[src/rtl/mem_responder.sv]
// mem_responder: serves the CPU icache/dcache ports from one valid/ready backing-memory port.
// Optional single-entry fetch buffer is built when MEM_RESPONDER_IBUF_EN is defined.
module mem_responder #(
  parameter int MEM_AW  = 30,
  parameter int TIMEOUT = 255
) (
  input  logic              clk,
  input  logic              reset,
  input  logic [31:0]       icache_addr,
  input  logic              icache_re,
  output logic [31:0]       icache_dout,
  input  logic [31:0]       dcache_addr,
  input  logic              dcache_re,
  input  logic [3:0]        dcache_we,
  input  logic [31:0]       dcache_din,
  output logic [31:0]       dcache_dout,
  output logic              stall,
  output logic              mem_req_valid,
  input  logic              mem_req_ready,
  output logic              mem_req_rw,
  output logic [MEM_AW-1:0] mem_req_addr,
  output logic [31:0]       mem_req_data,
  output logic [3:0]        mem_req_mask,
  input  logic              mem_resp_valid,
  input  logic [31:0]       mem_resp_data,
  output logic              mem_err
);

  localparam int CW = (TIMEOUT > 32'sd255) ? $clog2(TIMEOUT + 32'sd1) : 32'sd8;
  localparam logic [CW-1:0] TO_LAST = CW'(TIMEOUT - 32'sd1);
  localparam bit WD_EN = (TIMEOUT != 32'sd0);

  typedef enum logic [2:0] {
    IDLE   = 3'd0,
    D_REQ  = 3'd1,
    D_WAIT = 3'd2,
    I_REQ  = 3'd3,
    I_WAIT = 3'd4,
    DONE   = 3'd5
  } state_t;

  state_t            state_r, state_s;
  logic [CW-1:0]     cnt_r, cnt_s;
  logic [31:0]       icache_dout_r, dcache_dout_r, cap_data_s;
  logic              err_r, err_set_s;
  logic              d_cap_s, i_cap_s, d_wr_acc_s;
  logic              d_write_s, d_acc_s, req_s, ibuf_hit_s, timeout_s;
  logic [MEM_AW-1:0] i_word_s, d_word_s;

  assign d_write_s = (dcache_we != 4'h0);
  assign d_acc_s   = dcache_re | d_write_s;
  assign req_s     = icache_re | d_acc_s;
  assign i_word_s  = icache_addr[MEM_AW+1:2];
  assign d_word_s  = dcache_addr[MEM_AW+1:2];
  assign timeout_s = WD_EN && (cnt_r == TO_LAST);

`ifdef MEM_RESPONDER_IBUF_EN
  logic              ibuf_valid_r;
  logic [MEM_AW-1:0] ibuf_tag_r;

  // Last completed fetch word; a store to that word or a timed-out fetch invalidates it.
  always_ff @(posedge clk or posedge reset) begin
    if (reset) begin
      ibuf_valid_r <= 1'b0;
      ibuf_tag_r   <= '0;
    end else if (i_cap_s) begin
      ibuf_valid_r <= ~err_set_s;
      ibuf_tag_r   <= i_word_s;
    end else if (d_wr_acc_s && (d_word_s == ibuf_tag_r)) begin
      ibuf_valid_r <= 1'b0;
    end else begin
      ibuf_valid_r <= ibuf_valid_r;
    end
  end

  assign ibuf_hit_s = icache_re & ~d_acc_s & ibuf_valid_r & (i_word_s == ibuf_tag_r);

  logic unused_s;
  assign unused_s = ^{icache_addr[1:0], dcache_addr[1:0]};
`else
  assign ibuf_hit_s = 1'b0;

  logic unused_s;
  assign unused_s = ^{icache_addr[1:0], dcache_addr[1:0], d_wr_acc_s};
`endif

  // Next-state, backing request fields and capture strobes.
  always_comb begin
    state_s       = state_r;
    cnt_s         = cnt_r;
    stall         = 1'b1;
    mem_req_valid = 1'b0;
    mem_req_rw    = 1'b0;
    mem_req_addr  = d_word_s;
    mem_req_data  = dcache_din;
    mem_req_mask  = 4'hF;
    cap_data_s    = mem_resp_data;
    d_cap_s       = 1'b0;
    i_cap_s       = 1'b0;
    err_set_s     = 1'b0;
    d_wr_acc_s    = 1'b0;
    case (state_r)
      IDLE: begin
        if (req_s && !ibuf_hit_s) begin
          state_s = d_acc_s ? D_REQ : I_REQ;
        end else begin
          stall = 1'b0;
        end
      end
      D_REQ: begin
        mem_req_valid = 1'b1;
        mem_req_rw    = d_write_s;
        mem_req_mask  = d_write_s ? dcache_we : 4'hF;
        if (mem_req_ready) begin
          cnt_s = '0;
          if (d_write_s) begin
            // Stores are posted: no response is awaited.
            d_wr_acc_s = 1'b1;
            state_s    = icache_re ? I_REQ : DONE;
          end else begin
            state_s = D_WAIT;
          end
        end else begin
          state_s = D_REQ;
        end
      end
      D_WAIT: begin
        cnt_s = cnt_r + {{(CW-1){1'b0}}, 1'b1};
        if (mem_resp_valid) begin
          d_cap_s = 1'b1;
          state_s = icache_re ? I_REQ : DONE;
        end else if (timeout_s) begin
          d_cap_s    = 1'b1;
          cap_data_s = 32'h0000_0000;
          err_set_s  = 1'b1;
          state_s    = icache_re ? I_REQ : DONE;
        end else begin
          state_s = D_WAIT;
        end
      end
      I_REQ: begin
        mem_req_valid = 1'b1;
        mem_req_addr  = i_word_s;
        if (mem_req_ready) begin
          cnt_s   = '0;
          state_s = I_WAIT;
        end else begin
          state_s = I_REQ;
        end
      end
      I_WAIT: begin
        mem_req_addr = i_word_s;
        cnt_s = cnt_r + {{(CW-1){1'b0}}, 1'b1};
        if (mem_resp_valid) begin
          i_cap_s = 1'b1;
          state_s = DONE;
        end else if (timeout_s) begin
          i_cap_s    = 1'b1;
          cap_data_s = 32'h0000_0000;
          err_set_s  = 1'b1;
          state_s    = DONE;
        end else begin
          state_s = I_WAIT;
        end
      end
      DONE: begin
        stall   = 1'b0;
        state_s = IDLE;
      end
      default: begin
        stall   = 1'b0;
        state_s = IDLE;
      end
    endcase
  end

  // State, watchdog counter, captured read data and sticky error flag.
  always_ff @(posedge clk or posedge reset) begin
    if (reset) begin
      state_r       <= IDLE;
      cnt_r         <= '0;
      icache_dout_r <= 32'h0000_0000;
      dcache_dout_r <= 32'h0000_0000;
      err_r         <= 1'b0;
    end else begin
      state_r <= state_s;
      cnt_r   <= cnt_s;
      if (d_cap_s) begin
        dcache_dout_r <= cap_data_s;
      end else begin
        dcache_dout_r <= dcache_dout_r;
      end
      if (i_cap_s) begin
        icache_dout_r <= cap_data_s;
      end else begin
        icache_dout_r <= icache_dout_r;
      end
      err_r <= err_r | err_set_s;
    end
  end

  assign icache_dout = icache_dout_r;
  assign dcache_dout = dcache_dout_r;
  assign mem_err     = err_r;

endmodule

[config.mk]
export PLATFORM = sky130hd
export DESIGN_NAME = mem_responder
export DESIGN_NICKNAME = d
export VERILOG_FILES = /design/src/rtl/mem_responder.sv
export SDC_FILE = /design/constraint.sdc
export NUM_CORES = 1
export LEC_CHECK = 0
export CAP_MARGIN = 20
export CELL_PAD_IN_SITES_DETAIL_PLACEMENT = 1
export CELL_PAD_IN_SITES_GLOBAL_PLACEMENT = 1
export CORE_ASPECT_RATIO = 1.4
export CORE_MARGIN = 2
export CORE_UTILIZATION = 24
export DETAILED_ROUTE_END_ITERATION = 8
export PLACE_DENSITY = 0.74
export SYNTH_ARGS = -nofsm -noshare
export SYNTH_HDL_FRONTEND = slang
export SYNTH_SLANG_ARGS = --single-unit
[constraint.sdc]
create_clock -name clk -period 2.3 [get_ports clk]
set_clock_uncertainty 0.1 [all_clocks]
set_input_delay 0.345 -clock clk [delete_from_list [all_inputs] [get_ports clk]]
set_output_delay 0.345 -clock clk [all_outputs]
set_load 0.02 [all_outputs]
==> impl_results.md, run 1 <==
* Final ANT Viol Nets at 0
* Slew @ Worst Pin at 0.430 ns
* GR peak layer: met2
* First-pass GRT wire length at 21900 microns
* Critical Path AT at 1.81 ns
* CP Max Fanout at 6
* Post-Route Setup TNS at 0 ns
* Setup CP Type: reg -> out
* FP Rows at 57
* Mapped Area at 4210 sq um
* Met2 Track Usage GR at 0.296
* Fin crit period at 2.25 ns
* Synth cell types at 43
* Max clock buf depth at 2
* Hold buffers post-CTS at 0
* Primary FF master, synth: dfrtp_1
* Slew Viols, Final at 0
* Internal Power at 5.53 mW
* Status: finished clean
* Largest net degree at the start of global routing at 77
* Crit-path cells: nor2b_4 -> nand2_2 -> nand2_4 -> buf_16 -> buf_12 -> mux2_2 -> buf_6
* Tot GR Track Use at 0.152
* Die Y at 161 microns
* Final Hold Fails at 0
* Setup crit start: state_r[0]
* Reg-to-reg startpoint: cnt_r[1]
* Initial antenna violation count at 1
* Hpwl dp at 11100 microns
* Die ar. at 18600 sq um
* FILL cells at 1881
* Yosys warns at 0
* Maximum vdd ir drop at 0.576 mV
* Slowest cell delay on critical path at 0.40 ns
* Final worst-path cycle share at 0.980
* Initial Utilization at 0.244
* Synth Register Bits at 76
* Slew headroom at 0.713
* CP delay by family, top: flip-flops
* Register area share after synthesis at 0.452
* Overflow after GRT at 0
* Clock root cell: clkbuf_16
* Syn-to-layout area delta at 62.0%
* RSZ-0062 raised after global routing: yes
* Layout cell share with drive strength beyond 1 at 0.344
* Finished Cell Area at 6810 sq um
* Final WL at 14500 microns
* Most frequent cells in the layout: 164 x clkdlybuf4s50_1, 74 x dfrtp_1, 52 x mux2_2
* Mapped Avg Cell Area at 11.9 sq um
* Vias per inst at 4.46
* Layout Nets at 685
* # diodes at 0
* CTS tree: yes
* Post-Syn Nets at 492
* Clock transition at the registers of the reported paths at 0.06 ns
* Skew-Pair Late Insertion Delay at 0.32 ns
* Input/output buffers at 203
* Switching portion of total power at 0.375
* Placed Area at 6430 sq um
* CP max-delay cell: dfrtp_2
* P_sw at 3.32 mW
* Die Width at 116 microns
* Seq pwr share at 0.264
* Tot Pwr at 8.86 mW
* GR Layer Usage met3 at 0.0509
* Clock share of power at 0.150
* Final GP Congestion at 0.769
* Min-Delay Path Class: reg -> reg
* CP endpoint kind: primary output
* Number of global-route vias before repair at 4073
* Setup Viol. Count Final at 0
* CTS Sinks at 76
* CP Launch Type: register
* Power Density at 1300 nW/um^2
* Max Cap Viol at 0
* Num CTS Buffers at 9
* H-tree depth at 3
* Fmax at 444 MHz
* HP Start: mem_err
* Drt first pass iters at 4
* Leakage dissipation at 2.96 nW
* Avg WL per Cell at 18.5 microns
* Met1 usage at 0.144
* Ys async rst share at 1.00
* Most common cell after layout, fill and taps aside: clkdlybuf4s50_1
* Post-Syn Instances at 352
* Post-detailed-route DRC marker count at 0
* Num ports at 272
* CP required at 1.86 ns
* Number of synthesized flops with an enable pin at 0
* Via Count at 3501
* Core ar. at 17300 sq um
* Combinational Power Share at 0.586
* DRT iter0 DRCs at 48
* Crit path buf inv count at 3
Yosys cell counts, drive strengths merged (3+ instances only):
| cell | instances | area [sq um] |
|---|---|---|
| a211oi | 3 | 22.5 |
| a21oi | 11 | 58.8 |
| buf | 43 | 320 |
| xor2 | 3 | 26.3 |
| mux2 | 93 | 1150 |
| nand2 | 14 | 52.6 |
| nor2b | 5 | 31.3 |
| o21ai | 8 | 40.0 |
| nand4 | 3 | 18.8 |
| nand2b | 5 | 31.3 |
| and3 | 3 | 18.8 |
| inv | 4 | 15.0 |
| or2 | 6 | 37.5 |
| dfrtp | 76 | 1900 |
| clkbuf | 9 | 33.8 |
| and2 | 33 | 206 |
| nor2 | 9 | 33.8 |
worst reg2reg max path: cells and delay by family, from the launching register on:
kind | cells | cell delay [ns]
AOI/OAI and AO/OA | 1 | 0.26
adders and majority gates | 1 | 0.21
buffers and inverters | 1 | 0.23
DFF | 1 | 0.44
muxes | 1 | 0.38
and+or+nand+nor | 2 | 0.45
flip-flops by register name, summed over array words and instances, names as in the netlist:
signal,flops
state_r,3
icache_dout,32
cnt_r,8
dcache_dout,32
mem_err,1
through the flow:
step | hold slack, ns | util | setup WS (ns) | cells
floorplan | 0.354 | - | 0.0800 | 352
global placement | 0.353 | 0.372 | -0.384 | 765
detailed placement | 0.351 | 0.372 | -0.395 | 765
CTS | 0.370 | 0.384 | -0.0709 | 783
global route | 0.423 | 0.395 | -0.0357 | 785
finish | 0.365 | 0.395 | 0.0455 | 785
metal layers:
layer | part of all wire | vias to the layer above
met4 | 0.024 | 2
met2 | 0.54 | 180
met3 | 0.10 | 24
li1 | - | 1572
met5 | 0.00076 | -
met1 | 0.34 | 1723
cell type report:
cell class | instances | area (sq um) | area share
repair buffers | 234 | 2280 | 0.335
multi-input cells | 220 | 2030 | 0.299
flip-flops and latches | 76 | 1900 | 0.279
well taps | 236 | 295 | 0.0433
clock buffers | 10 | 239 | 0.0351
clock inverters | 5 | 37.5 | 0.00551
inverters | 4 | 18.8 | 0.00275
path summary, 6_finish.rpt:
kind,end,slack (ns),depth (start not counted)
setup / recovery,mem_req_addr[20],0.05,7
hold / removal,mem_err,0.36,1
setup reg to reg,dcache_dout[27],0.11,6
hold reg to reg,mem_err,0.36,1
max in group asynchronous,dcache_dout[30],1.38,3
min in group asynchronous,icache_dout[8],0.38,3
power groups by stage:
stage	logic [mW]	clock network (mW)	registers (mW)
finish	5.19	1.33	2.34
global route	5.49	1.42	2.42
CTS	4.98	1.37	2.34
detailed placement	5.00	0	2.35
global placement	4.89	0	2.31
floorplan	2.04	0	3.00
cell families (layout without fill, tap and decap cells):
logic type / Yosys count / after routing / share of synthesized area
mux: 94 / 94 / 0.276
simple gates: 86 / 86 / 0.118
flops: 76 / 76 / 0.452
buf+inv: 56 / 253 / 0.0878
compound gates: 35 / 35 / 0.0539
xor+xnor: 3 / 3 / 0.00625
fa+ha+maj: 2 / 2 / 0.00595
what timing repair did:
item                       4_1_cts  5_1_grt
setup endpoints to repair       37       26
pin swaps                        0        1
gates cloned                     1        0
resized for setup              151       50
setup buffers                    2        2
No activity file was read; power rests on OpenSTA's default activity.
==> run 2: changes to the inputs <==
==> config.mk (replaced) <==
export PLATFORM = sky130hd
export DESIGN_NAME = mem_responder
export DESIGN_NICKNAME = d
export VERILOG_FILES = /design/src/rtl/mem_responder.sv
export SDC_FILE = /design/constraint.sdc
export NUM_CORES = 1
export LEC_CHECK = 0
export CELL_PAD_IN_SITES_DETAIL_PLACEMENT = 1
export CELL_PAD_IN_SITES_GLOBAL_PLACEMENT = 1
export CORE_ASPECT_RATIO = 1.4
export CORE_MARGIN = 2
export CORE_UTILIZATION = 30
export DETAILED_ROUTE_END_ITERATION = 8
export DONT_BUFFER_PORTS = 1
export PLACE_DENSITY = 0.55
export SYNTH_ARGS = -nofsm -noshare
export SYNTH_HDL_FRONTEND = slang
export SYNTH_SLANG_ARGS = --single-unit
==> run 2 against run 1 <==
  * Final cell count fell by 33%
  * First-iteration DRC count rose by 100%
  * Non-clock buffer count fell by 206
  * Worst setup slack improved by 0.031 ns
  * Combinational power fell by 45%
  * Critical path depth fell by 1
  * Fmax rose by 1.4%
  * Worst hold slack got worse by 0.31 ns
  * Clock-buffer cell count did not move
  * Critical path type unchanged
==> impl_results.md, run 2 (synthesis gave the netlist of run 1 again) <==
* Status: finished clean
* Slew headroom at 0.460
* Setup CP Type: reg -> out
* Die ar. at 15000 sq um
* Internal Power at 4.38 mW
* Hpwl dp at 8750 microns
* Die Width at 104 microns
* Post-detailed-route DRC marker count at 0
* CP required at 1.86 ns
* # diodes at 0
* First-pass GRT wire length at 17600 microns
* Maximum vdd ir drop at 0.486 mV
* Power Density at 1530 nW/um^2
* Final worst-path cycle share at 0.967
* Clock root cell: clkbuf_16
* Leakage dissipation at 2.21 nW
* Most common cell after layout, fill and taps aside: dfrtp_1
* Skew-Pair Late Insertion Delay at 0.33 ns
* Largest net degree at the start of global routing at 34
* Reg-to-reg startpoint: cnt_r[0]
* R2r setup slk at 0.11 ns
* Slew Viols, Final at 0
* Setup crit start: state_r[0]
* Seq pwr share at 0.422
* H-tree depth at 3
* Avg WL per Cell at 22.2 microns
* Layout Nets at 479
* Most frequent cells in the layout: 75 x dfrtp_1, 58 x mux2_4, 32 x and2_1
* Input/output buffers at 0
* Layout cell share with drive strength beyond 1 at 0.424
* Initial antenna violation count at 0
* FP Rows at 51
* Drt first pass iters at 4
* CTS Sinks at 76
* Clock share of power at 0.194
* CP Max Fanout at 8
* Number of global-route vias before repair at 3041
* Final WL at 11700 microns
* DRT iter0 DRCs at 96
* Min-Delay Path Class: in -> reg
* Num ports at 272
* Setup Viol. Count Final at 0
* Max clock buf depth at 2
* Num CTS Buffers at 9
* Fmax at 450 MHz
* GR peak layer: met2
* Tot GR Track Use at 0.153
* Via Count at 2696
* CP Launch Type: register
* Final Hold Fails at 0
* Critical Path AT at 1.78 ns
* Clock transition at the registers of the reported paths at 0.06 ns
* Switching portion of total power at 0.415
* CP endpoint kind: primary output
* Final GP Congestion at 0.769
* Worst-case reg-to-reg path depth at 7
* Core ar. at 13800 sq um
* Last element of the critical path: mem_req_addr[3]
* Slew @ Worst Pin at 0.808 ns
* Reg2reg end: dcache_dout[8]
* Post-Route Setup TNS at 0 ns
* P_sw at 3.10 mW
* Final ANT Viol Nets at 0
* Syn-to-layout area delta at 16.4%
* Met1 usage at 0.141
* Max Cap Viol at 0
* Fin crit period at 2.22 ns
* CTS tree: yes
* Vias per inst at 5.10
* Combinational Power Share at 0.383
* GR Layer Usage met3 at 0.0816
* Met2 Track Usage GR at 0.278
* Die Y at 144 microns
* Overflow after GRT at 0
* Tot Pwr at 7.48 mW
* Initial Utilization at 0.305
## run 2: area by class of cell
| type | count | area (sq um) |
|---|---|---|
| multi-input combinational | 220 | 2080 |
| fill | 1485 | 8890 |
| inverter | 4 | 18.8 |
| clock inverter | 6 | 72.6 |
| tap | 185 | 231 |
| clock buffer | 10 | 229 |
| sequential | 76 | 1900 |
| timing repair buffer | 28 | 359 |
## run 2: power by group through the flow
stage | Sequential (mW) | Clock (mW) | Combinational (mW)
after global placement | 3.17 | 0 | 2.38
after CTS | 3.18 | 1.51 | 2.73
after detailed placement | 3.18 | 0 | 2.46
after global routing | 3.25 | 1.56 | 3.08
after floorplan | 3.00 | 0 | 2.04
final | 3.16 | 1.45 | 2.87
## run 2: critical path: stages (launching register included)
cell	delay, ns
dfrtp_1	0.40
buf_6	0.15
nor2_4	0.12
nand2_2	0.09
nand2_4	0.15
clkbuf_16	0.19
mux2_4	0.34
## run 2: worst min path at each step
stage,startpoint,to,slack [ns],cells past startpoint
finish,icache_re,state_r[2],0.06,1
global route,icache_re,state_r[2],0.06,1
CTS,icache_re,state_r[2],0.05,1
detailed placement,reset,dcache_dout[18],0.31,1
global placement,reset,dcache_dout[18],0.30,1
floorplan,icache_re,state_r[2],0.35,1
## run 2: layer usage
layer	share of wire	wire (microns)
met5	0	0
met4	0.039	454
met1	0.32	3740
met3	0.12	1440
met2	0.52	6110
## run 2: per-stage QoR
step           area, sq um   util  hold WS, ns  worst slack (ns)  cells
2_1_floorplan         4210      -        0.354            0.0800    352
3_3_place_gp          4340  0.315        0.301             0.105    507
3_5_place_dp          4340  0.315        0.308             0.113    507
4_1_cts               4810  0.349       0.0532           -0.0371    525
5_1_grt               4890  0.355       0.0578          -0.00648    529
6_report              4890  0.355       0.0590            0.0767    529
## run 2: repair_timing
item | CTS | global route
pin swaps | 0 | 2
endpoints found under the setup margin | 34 | 30
setup buffers | 0 | 2
gates cloned | 1 | 2
endpoints found under the hold margin | 31 | 0
hold buffers | 1 | 0
gates resized for setup | 38 | 6
==> RTL edit, RTL diff (settings of run 2) <==
Add a define of `MEM_RESPONDER_IBUF_EN`.
--- a/src/rtl/mem_responder.sv
+++ b/src/rtl/mem_responder.sv
@@ -1,4 +1,6 @@
 // mem_responder: serves the CPU icache/dcache ports from one valid/ready backing-memory port.
 // Optional single-entry fetch buffer is built when MEM_RESPONDER_IBUF_EN is defined.
+`define MEM_RESPONDER_IBUF_EN
+
 module mem_responder #(
   parameter int MEM_AW  = 30,
Check against the original RTL: not equivalent (Yosys sat finds a counterexample within 10 cycles, from zero or initial values and one cycle with reset high).
==> RTL edit against run 2 <==
Global-route usage decreased by 0.22 points. Area after synthesis rose by 32%. Cell area is 29% higher. Via count is 43% higher. The run now ends with negative setup slack left. Routed wire length is 26% higher. Hold slack got worse by 0.031 ns. Sequential cell count rose by 31. Setup slack got worse by 0.20 ns. Power grew 8.1%. Highest routed layer unchanged. Core utilization fell by 0.50 points.
==> RTL edit: results <==
{
  "synthXorXnorAreaFrac": 0.1054,
  "synth_nets": 686,
  "grt_max_degree": 70,
  "reg2reg_depth": 8,
  "status": "finished, violations left",
  "p_clk_uw": 1570,
  "timing.final.ws_setup_ns": -0.1259,
  "synthAdderAreaFrac": 0.004494,
  "synthToLayoutAreaGrowth_pct": 13.60,
  "ys_seq_area_frac": 0.4809,
  "holdCritStartpoint": "icache_addr[19]",
  "n_fill_cell": 2011,
  "gp_congestion": 0.7699,
  "dpl_cell_area_sq_um": 5668,
  "worstMarginPinSlew_ns": 0.5404,
  "setup_viol": 1,
  "rr_startpoint": "state_r[2]",
  "synth.top_cells.by_count": "dfrtp_1, nand2_1, mux2_2, o21ai_0, xor2_1",
  "multi_input_gates": 375,
  "synth.distinct_cells": 39,
  "muxShareOfSynthArea": 0.1213,
  "path_clk_slew_ns": 0.09,
  "p_int_uw": 4725,
  "clock_buffers": 9,
  "wl_um": 14830,
  "synthCells": 546,
  "grt_usage": 0.1512,
  "final_layout_size_suffix_gt1_frac": 0.2280,
  "buf_share": 0.05678,
  "leakage_uw": 0.002885,
  "cp_slowest_cell": "or4_4",
  "cp.arrival_ns": 1.98,
  "synth_compound_area_frac": 0.08022,
  "vdd_drop_max_mv": 0.4433,
  "slowest_delay_ns": 0.58,
  "buffers": 33,
  "failed_checks": "negative setup slack",
  "dp_cells": 742,
  "worstSkewPairLatency_ns": 0.36,
  "layout.nets": 670,
  "grt_pass1_vias": 4325,
  "reg2reg_slack_ns": 0.21,
  "clk_share": 0.04768,
  "post_drt_wl_per_cell_um": 19.13,
  "synth_top_area_share": 0.4809,
  "grt_pass1_wl_um": 23150,
  "ys_seq_elements": 107,
  "pwr-share-comb": 0.322,
  "yosys-top-cells-area": "dfrtp_1, mux2_2, xor2_1, nand2_1, o21ai_0",
  "sh_seq_area": 0.4237
}
RTL edit: how the worst max path moves through the flow:
| stage | from | end | cells past startpoint |
|---|---|---|---|
| floorplan | state_r[2] | mem_req_mask[1] | 3 |
| global placement | ibuf_tag_r[14] | stall | 5 |
| detailed placement | ibuf_tag_r[22] | stall | 5 |
| CTS | ibuf_tag_r[22] | stall | 5 |
| global route | ibuf_tag_r[14] | stall | 5 |
| finish | ibuf_tag_r[22] | stall | 5 |
RTL edit: layer usage:
metal  vias up  GRT usage  routed length, um  share of wire
li1       1787          -                  -              -
met1      1879     0.1681               5565           0.38
met2       165     0.2727               7904           0.53
met3        18    0.03984               1062          0.072
met4         0    0.06439                294          0.020
met5         -          0                  0              0
RTL edit: repair_timing:
action,in CTS,in global routing
gates cloned,2,0
hold buffers,2,0
endpoints found under the hold margin,108,0
resized for setup,48,1
pin swaps,6,2
setup buffers,10,4
setup endpoints to repair,35,54
